==> config.mk <==
export PLATFORM = sky130hd
export DESIGN_NAME = jtag_host
export DESIGN_NICKNAME = d
export VERILOG_FILES = /design/src/rtl/jtag_host.sv
export SDC_FILE = /design/constraint.sdc
export NUM_CORES = 1
export LEC_CHECK = 0
export BUFFER_PORTS_ARGS = -buffer_cell sky130_fd_sc_hd__buf_4
export CORE_ASPECT_RATIO = 2
export CORE_MARGIN = 2
export CORE_UTILIZATION = 25
export DETAILED_ROUTE_END_ITERATION = 10
export GPL_ROUTABILITY_DRIVEN = 0
export PLACE_DENSITY = 0.49
export SYNTH_ARGS = -nofsm -noshare
export SYNTH_HDL_FRONTEND = slang
export SYNTH_SLANG_ARGS = --single-unit
==> constraint.sdc <==
create_clock -name clk -period 8.4 [get_ports clk]
set_input_delay 1.68 -clock clk [delete_from_list [all_inputs] [get_ports clk]]
set_output_delay 1.68 -clock clk [all_outputs]
set_load 0.01 [all_outputs]
==> src/rtl/jtag_host.sv <==
// rtl/jtag_host.sv - JTAG TAP host that runs RESET, SCAN_IR, SCAN_DR and IDLE commands
// Optional trst output is built only when JTAG_HOST_TRST_EN is defined.
module jtag_host #(
    parameter int CLK_DIV = 2
) (
    input  logic        clk,
    input  logic        rst,
    input  logic        cmd_valid,
    output logic        cmd_ready,
    input  logic [1:0]  cmd_op,
    input  logic [4:0]  cmd_len,
    input  logic [31:0] cmd_data,
    output logic        rsp_valid,
    input  logic        rsp_ready,
    output logic [31:0] rsp_data,
    output logic        tck,
    output logic        tms,
    output logic        tdi,
`ifdef JTAG_HOST_TRST_EN
    output logic        trst,
`endif
    input  logic        tdo
);

    localparam logic [1:0] OP_RESET   = 2'b00;
    localparam logic [1:0] OP_SCAN_IR = 2'b01;
    localparam logic [1:0] OP_SCAN_DR = 2'b10;
    localparam logic [1:0] OP_IDLE    = 2'b11;
    localparam logic [7:0] DIV_LAST   = 8'(CLK_DIV - 1);

    typedef enum logic [2:0] {S_INIT, S_IDLE, S_PRE, S_SHIFT, S_POST, S_RESP} state_t;

    state_t      state_q, state_d;
    logic [1:0]  op_q, op_d;
    logic [4:0]  len_q, len_d;
    logic [31:0] data_q, data_d;
    logic [31:0] rsp_q, rsp_d;
    logic [4:0]  cnt_q, cnt_d;
    logic [7:0]  div_q, div_d;
    logic        tck_q, tck_d;
    logic        tms_q, tms_d;
    logic        tdi_q, tdi_d;
    logic        running;

    // Index of the final TCK within each sequencing state.
    function automatic logic [4:0] last_idx(input state_t s, input logic [1:0] op,
                                            input logic [4:0] len);
        case (s)
            S_INIT:  return 5'd5;
            S_PRE:   return (op == OP_RESET) ? 5'd5 : (op == OP_SCAN_IR) ? 5'd3 : 5'd2;
            S_SHIFT: return len;
            default: return 5'd1;
        endcase
    endfunction

    function automatic state_t next_seq(input state_t s, input logic [1:0] op);
        case (s)
            S_INIT:  return S_IDLE;
            S_PRE:   return (op == OP_RESET) ? S_RESP : S_SHIFT;
            S_SHIFT: return (op == OP_IDLE) ? S_RESP : S_POST;
            default: return S_RESP;
        endcase
    endfunction

    function automatic logic tms_fn(input state_t s, input logic [1:0] op,
                                    input logic [4:0] cnt, input logic [4:0] len);
        case (s)
            S_INIT: return cnt != 5'd5;
            S_PRE: begin
                case (op)
                    OP_RESET:   return cnt != 5'd5;
                    OP_SCAN_IR: return cnt < 5'd2;
                    default:    return cnt == 5'd0;
                endcase
            end
            S_SHIFT: return (op != OP_IDLE) && (cnt == len);
            S_POST:  return cnt == 5'd0;
            default: return 1'b0;
        endcase
    endfunction

    function automatic logic tdi_fn(input state_t s, input logic [1:0] op,
                                    input logic [4:0] cnt, input logic [31:0] data);
        return (s == S_SHIFT) && (op != OP_IDLE) && data[cnt];
    endfunction

    always_comb begin
        state_d = state_q;
        op_d    = op_q;
        len_d   = len_q;
        data_d  = data_q;
        rsp_d   = rsp_q;
        cnt_d   = cnt_q;
        div_d   = div_q;
        tck_d   = tck_q;
        running = (state_q == S_INIT) || (state_q == S_PRE) ||
                  (state_q == S_SHIFT) || (state_q == S_POST);
        if (state_q == S_IDLE && cmd_valid) begin
            op_d    = cmd_op;
            len_d   = cmd_len;
            data_d  = cmd_data;
            rsp_d   = '0;
            cnt_d   = '0;
            div_d   = '0;
            tck_d   = 1'b0;
            state_d = (cmd_op == OP_IDLE) ? S_SHIFT : S_PRE;
        end else if (state_q == S_RESP) begin
            if (rsp_ready) state_d = S_IDLE;
        end else if (running) begin
            if (div_q != DIV_LAST) begin
                div_d = div_q + 8'd1;
            end else begin
                div_d = '0;
                tck_d = !tck_q;
                if (!tck_q) begin
                    // Rising TCK edge: capture TDO for the current shift bit.
                    if (state_q == S_SHIFT && op_q != OP_IDLE) rsp_d[cnt_q] = tdo;
                end else if (cnt_q == last_idx(state_q, op_q, len_q)) begin
                    cnt_d   = '0;
                    state_d = next_seq(state_q, op_q);
                end else begin
                    cnt_d = cnt_q + 5'd1;
                end
            end
        end
        // TMS/TDI follow state/count, which only move on the edge that drives TCK low.
        tms_d = tms_fn(state_d, op_d, cnt_d, len_d);
        tdi_d = tdi_fn(state_d, op_d, cnt_d, data_d);
    end

    always_ff @(posedge clk) begin
        if (rst) begin
            state_q <= S_INIT;
            op_q    <= OP_RESET;
            len_q   <= '0;
            data_q  <= '0;
            rsp_q   <= '0;
            cnt_q   <= '0;
            div_q   <= '0;
            tck_q   <= 1'b0;
            tms_q   <= 1'b1;
            tdi_q   <= 1'b0;
        end else begin
            state_q <= state_d;
            op_q    <= op_d;
            len_q   <= len_d;
            data_q  <= data_d;
            rsp_q   <= rsp_d;
            cnt_q   <= cnt_d;
            div_q   <= div_d;
            tck_q   <= tck_d;
            tms_q   <= tms_d;
            tdi_q   <= tdi_d;
        end
    end

    assign cmd_ready = (state_q == S_IDLE);
    assign rsp_valid = (state_q == S_RESP);
    assign rsp_data  = rsp_q;
    assign tck       = tck_q;
    assign tms       = tms_q;
    assign tdi       = tdi_q;

`ifdef JTAG_HOST_TRST_EN
    logic trst_q, trst_d;

    always_comb begin
        trst_d = (state_d == S_INIT) ||
                 (state_d == S_PRE && op_d == OP_RESET && cnt_d == 5'd0);
    end

    always_ff @(posedge clk) begin
        if (rst) trst_q <= 1'b1;
        else     trst_q <= trst_d;
    end

    assign trst = trst_q;
`endif

endmodule

* Yosys cells after proc, flatten, opt, wreduce, memory -nomap -nowiden
Cells that the tools add are included.
** Word-level totals
- Flip-flop bits (word level) :: 90
- Logic and storage cells :: 92
** Cells by class
- $add $sub $neg :: 2
- $lt $le $gt $ge :: 4
- Equal/unequal tests :: 18
- Mux-type cells :: 36
- Bitwise operators :: 3
- Reduce and logical (&&, ||, !) cells :: 19
** Operators by type and width (count)
- 2-to-1 mux 5 bit :: 12
- bitwise mux 32 bit :: 1
- 2-to-1 mux 32 bit :: 1
- 2-to-1 mux 3 bit :: 9
- one-hot mux 5 bit (3 select lines) :: 1
- == test 3 x 2 -> 1 bit, second input constant :: 4
- < comparator 5 x 6 -> 1 bit, second input constant :: 2
- == test 5 bit :: 2
- == test 3 bit, second input constant :: 3
- one-hot mux 3 bit (3 select lines) :: 1
- adder 8 x 1 -> 8 bit, second input constant :: 1
- 2-to-1 mux 8 bit :: 1
- inequality test 8 x 1 -> 1 bit, second input constant :: 1
- logical AND 1 bit :: 6
- logical NOT 3 bit :: 2
- adder 5 x 1 -> 5 bit, second input constant :: 1
- binary-select mux 1 bit (select 5 bit) :: 1
- demux 1 bit (select 5 bit) :: 1
- >= comparator 5 x 1 -> 1 bit, second input constant :: 1
- logical NOT 5 bit :: 1
- < comparator 5 x 2 -> 1 bit, second input constant :: 1
- 2-to-1 mux 1 bit :: 5
- inequality test 5 x 3 -> 1 bit, second input constant :: 1
- AND reduction 5 bit :: 1
- 14 further kinds :: 22

* Depth between registers and ports, before layout
- Depth in word-level cells :: 19
- Mapped depth :: 14
- Gate-level depth less buffers :: 11

* Worst setup path after synthesis
No wires, ideal clock.
- Path type :: input to register
- Start :: input cmd_valid
- End :: register tms_q, in the netlist tms
- Setup time :: 0.122 ns
- Arrival time :: 3.481 ns
- Data required time :: 8.278 ns
- Slack :: 4.797 ns
- Stages on the path :: 6
- Cells stage by stage :: nor3b_1 > clkbuf_1 > nor3_1 > o31ai_1 > or4b_1 > a221o_1
** On the way
- Cells in the longest elaborated chain, start to end :: 5
- Elaborated cells on any way between the ends :: 19
- Those cells by class :: order compare: 1; eq/ne: 7; mux: 6; reduce/logical: 5
** Ends and longest elaborated chain
- from (decl) :: RTL line 8 : input logic cmd_valid,
- logical AND 1 bit (*) :: RTL line 98 : if (state_q == S_IDLE && cmd_valid) begin
- 2-to-1 mux 5 bit / 2-to-1 mux 2 bit (equally long branches) :: RTL line 98
- < comparator 5 x 2 -> 1 bit (tied with other cells) :: RTL line 72 : OP_SCAN_IR: return cnt < 5'd2;
- one-hot mux 1 bit (2 select lines) / logical AND 1 bit (equally long branches) :: RTL line 70, 76
- one-hot mux 1 bit (4 select lines) (*) :: RTL line 67 : case (s)
- to (signal assigned) :: RTL line 152 : tms_q <= tms_d;
- to (decl) :: RTL line 41 : logic tms_q, tms_d;
Mark *: on every way between the ends. The rest lies on a longest branch, timed or not.
A chain may end at the register's enable or synchronous reset.

* Final worst setup path
- Start :: register div_q[0]
- End :: register tms_q, in the netlist tms
** On the way
- Cells in the longest elaborated chain, start to end :: 8
- Elaborated cells on any way between the ends :: 20
- Those cells by class :: order compare: 1; eq/ne: 6; mux: 10; reduce/logical: 3
** Ends and longest elaborated chain
- from (decl) :: RTL line 39 : logic [7:0] div_q, div_d;
- from (signal assigned) :: RTL line 150 : div_q <= div_d;
- inequality test 8 x 1 -> 1 bit (*) :: RTL line 110 : if (div_q != DIV_LAST) begin
- 2-to-1 mux 5 bit :: RTL line 110
- 2-to-1 mux 5 bit :: RTL line 109 : end else if (running) begin
- 2-to-1 mux 5 bit :: RTL line 107 : end else if (state_q == S_RESP) begin
- 2-to-1 mux 5 bit :: RTL line 98
- < comparator 5 x 2 -> 1 bit (tied with other cells) :: RTL line 72
- one-hot mux 1 bit (2 select lines) / logical AND 1 bit (equally long branches) :: RTL line 70, 76
- one-hot mux 1 bit (4 select lines) (*) :: RTL line 67
Marks and branches as above.

==> summary.md <==
| Metric | Value |
|---|---|
| Initial Utilization | `approximately a quarter` |
| Maximum number of pins on one net before global-route repair | `50` |
| Placed Area | `between 0.005 and 0.006 mm^2` |
| Tcrit/Tclk final | `between 40% and 50%` |
| Post-layout minimum cycle time | `between 3000 and 4000 ps` |
| Distinct cells, synth | `63` |
| Worst r2r path cells | `8` |
| Compound-Gate Fraction of Synth Area | `15.1%` |
| Proportion of layout cells with a drive suffix above 1 | `between 10% and 20%` |
| Number of DRC markers after the initial detailed-route iteration | `140` |
| F_max | `0.257 GHz` |
| Post-Synth XOR/XNOR Area | `3.43%` |
| Post-route cell area | `around 0.0056 mm^2` |
| Hold Startpoint | `data_q[13]` |
| DRT Wirelength | `14000 um` |
| Synth Instances | `about 600` |
| Worst path required time | `~8600 ps` |
| Wire per inst | `~16 um` |
| Clock Skew | `just under 10 ps` |
| Mux contribution to synthesized area | `~5.5%` |
| Clk slew on worst S/H paths | `about 70 ps` |
| ANT nets after route | `0` |
| Vias | `around 4300` |
| Commonest non-fill, non-tap cell in the layout | `nand2_1` |
| CTS Root Cell | `clkbuf_16` |
| Syn_nets | `654` |
| Worst slack at placement | `~4200 ps` |
| RR Startpoint | `div_q[0]` |
| PwrDens | `approximately 160 mW/mm^2` |
| Area leader, netlist | `dfxtp_1` |
| Most Used Layer, Global Route | `met2` |
| Gr usage total | `around 14%` |
| Grt met3 use | `1.71%` |
| N_diodes | `0` |
| Post-synth EDFFs | `0` |
| Sequential element share of the synthesized area | `between 30% and 40%` |
| Final net count | `~700` |
| DRC errors left | `0` |
| Initial antenna violation count | `0` |
| CTS Buffer Depth | `2` |
| Status | `complete, no violations` |
| Yosys warnings | `0` |
| Final Hold Fails | `0` |
| Mapped cell area | `between 0.004 and 0.005 mm^2` |
| H-tree levels | `3` |
| Clk sinks | `90` |
| Peak supply drop | `between 0.00007 and 0.00008 V` |
| HPWL Detailed | `roughly 11000 um` |
| CP arrival | `4120 ps` |
| Static leakage | `approximately 0.0021 uW` |
| Final Max Slew Viols | `0` |
| Hold WC Path Type | `flip-flop to flip-flop` |
| M1 GR Usage | `between 10% and 20%` |
| Slew @ Worst Pin | `~1000 ps` |
| Tot Pwr | `a little under 900 uW` |
| Worst setup path startpoint | `div_q[0]` |
| Commonest cells after routing, fill and taps aside | `143 x nand2_1, 90 x dfxtp_1, 83 x buf_4` |
| Final setup viols | `0` |
| Die Ht | `around 200 um` |
| Largest family of logic cells by synthesized area | `simple AND/OR/NAND/NOR gates` |
| Area Growth Syn to Fin | `21.2%` |
| GR Util met2 | `between 20% and 30%` |
| Final Worst Setup Slack | `approximately 4500 ps` |
| Vias in the first global route | `~4300` |
| Vias per Instance | `approximately 5` |
| RSZ-0062 raised after global routing | `false` |
| Synth area leaders | `dfxtp_1 39%, nand2_1 12%, a21oi_1 7.2%` |
| CP max FO | `18` |
| CTS tree | `done` |
| Asr flop ratio synth | `0%` |
| Gr ovfl total | `0` |
| Critical path capture point type | `flip-flop` |
| Mean Syn Cell Area | `roughly 7.6 um^2` |
| Die Wd | `around 100 um` |
| Post-CTS sizing | `0` |
| Synth top area share | `roughly 39%` |
| Total setup buffers inserted after CTS | `0` |
| Port Buffer Count | `80` |
| Die Area | `about 0.02 mm^2` |
| CTS Buf Count | `9` |
| I/O Pins | `81` |
| Post-Synth Simple-Gate Area | `30.1%` |
| Startpoint types | `flip-flop` |
| Setup TNS | `0 ps` |
| Number of max-cap violations | `0` |
| Critical path type | `flip-flop to flip-flop` |
| Adder-cell share of the synthesized area | `under 10%` |
| Hold Buf Count CTS | `0` |
| DRT Pass-1 Iters | `4` |
| First-pass GRT wire length | `approximately 22000 um` |
| Std-Cell Rows | `70` |
| Area of the core | `0.0181 mm^2` |
| Min-Delay Path Depth | `2` |
| #FFs+latches synth | `90` |
| Max-slew headroom | `approximately a third` |
| Clock Latency Late Sink | `340 ps` |
| Top_reg_cell synth | `dfxtp_1` |
## power by group
group,internal (uW),switching [uW],total [uW]
registers,430,7.60,438
clock network,203,180,383
logic,31.5,40.3,71.9
total,665,228,893
## sequential cells by signal, summed over array words and instances (netlist names)
name and flops:
cnt_q 5, data_q 32, div_q 8, len_q 5, op_q 2, rsp_data 32
state_q 3, tck 1, tdi 1, tms 1
## cell type report
| type | count | area [um^2] |
|---|---|---|
| fill | 1936 | 12600 |
| multi-input combinational | 458 | 2570 |
| sequential | 90 | 1800 |
| timing repair buffer | 83 | 623 |
| tap | 216 | 270 |
| clock buffer | 9 | 225 |
| clock inverter | 7 | 52.6 |
| inverter | 7 | 26.3 |
## kinds of logic after synthesis
logic type | count (synthesis)
and+or+nand+nor | 296
AOI/OAI and AO/OA | 113
adders and majority gates | 6
DFF | 90
buffers and inverters | 56
muxes | 25
xor gates and xnor gates | 18
## metal layers
metal	vias to the layer above	share of wire, %
li1	2174	-
met1	2007	37
met4	0	3.1
met3	21	2.9
met2	86	57
met5	-	0
## worst max-delay path, cell delays in order, from the launching register on
cell and delay [ps]:
dfxtp_1 460, ha_1 180, or4b_1 560, nor4_4 560, nor2_1 180, o21ai_2 740, a221oi_1 200, or4b_1 540
a221o_1 340
## metrics by stage
stage	hold WS, ps	util, %	cells
final	455	30.7	870
after global routing	469	30.7	870
after CTS	458	30.7	870
after detailed placement	449	29.2	854
after global placement	443	29.2	854
after floorplan	433	-	604
## Yosys cell counts (6+ instances only)
| cell type | count |
|---|---|
| mux2i_1 | 22 |
| xor2_1 | 11 |
| nand2_1 | 143 |
| or3_1 | 6 |
| nand3_1 | 39 |
| nor2_1 | 44 |
| xnor2_1 | 7 |
| ha_1 | 6 |
| dfxtp_1 | 90 |
| nor3_1 | 7 |
| nand4_1 | 10 |
| o21ai_0 | 8 |
| inv_1 | 7 |
| and3_1 | 6 |
| and2_1 | 6 |
| a21oi_1 | 66 |
| clkbuf_1 | 39 |
## worst paths after layout
| path | endpoint | slack [ps] |
|---|---|---|
| worst min-delay path | data_q[13] | 450 |
| worst max-delay path | tms | 4500 |
| worst max register to register | tms | 4500 |
| worst min register to register | data_q[13] | 450 |
Note: power is estimated with default switching activity, not from simulation.
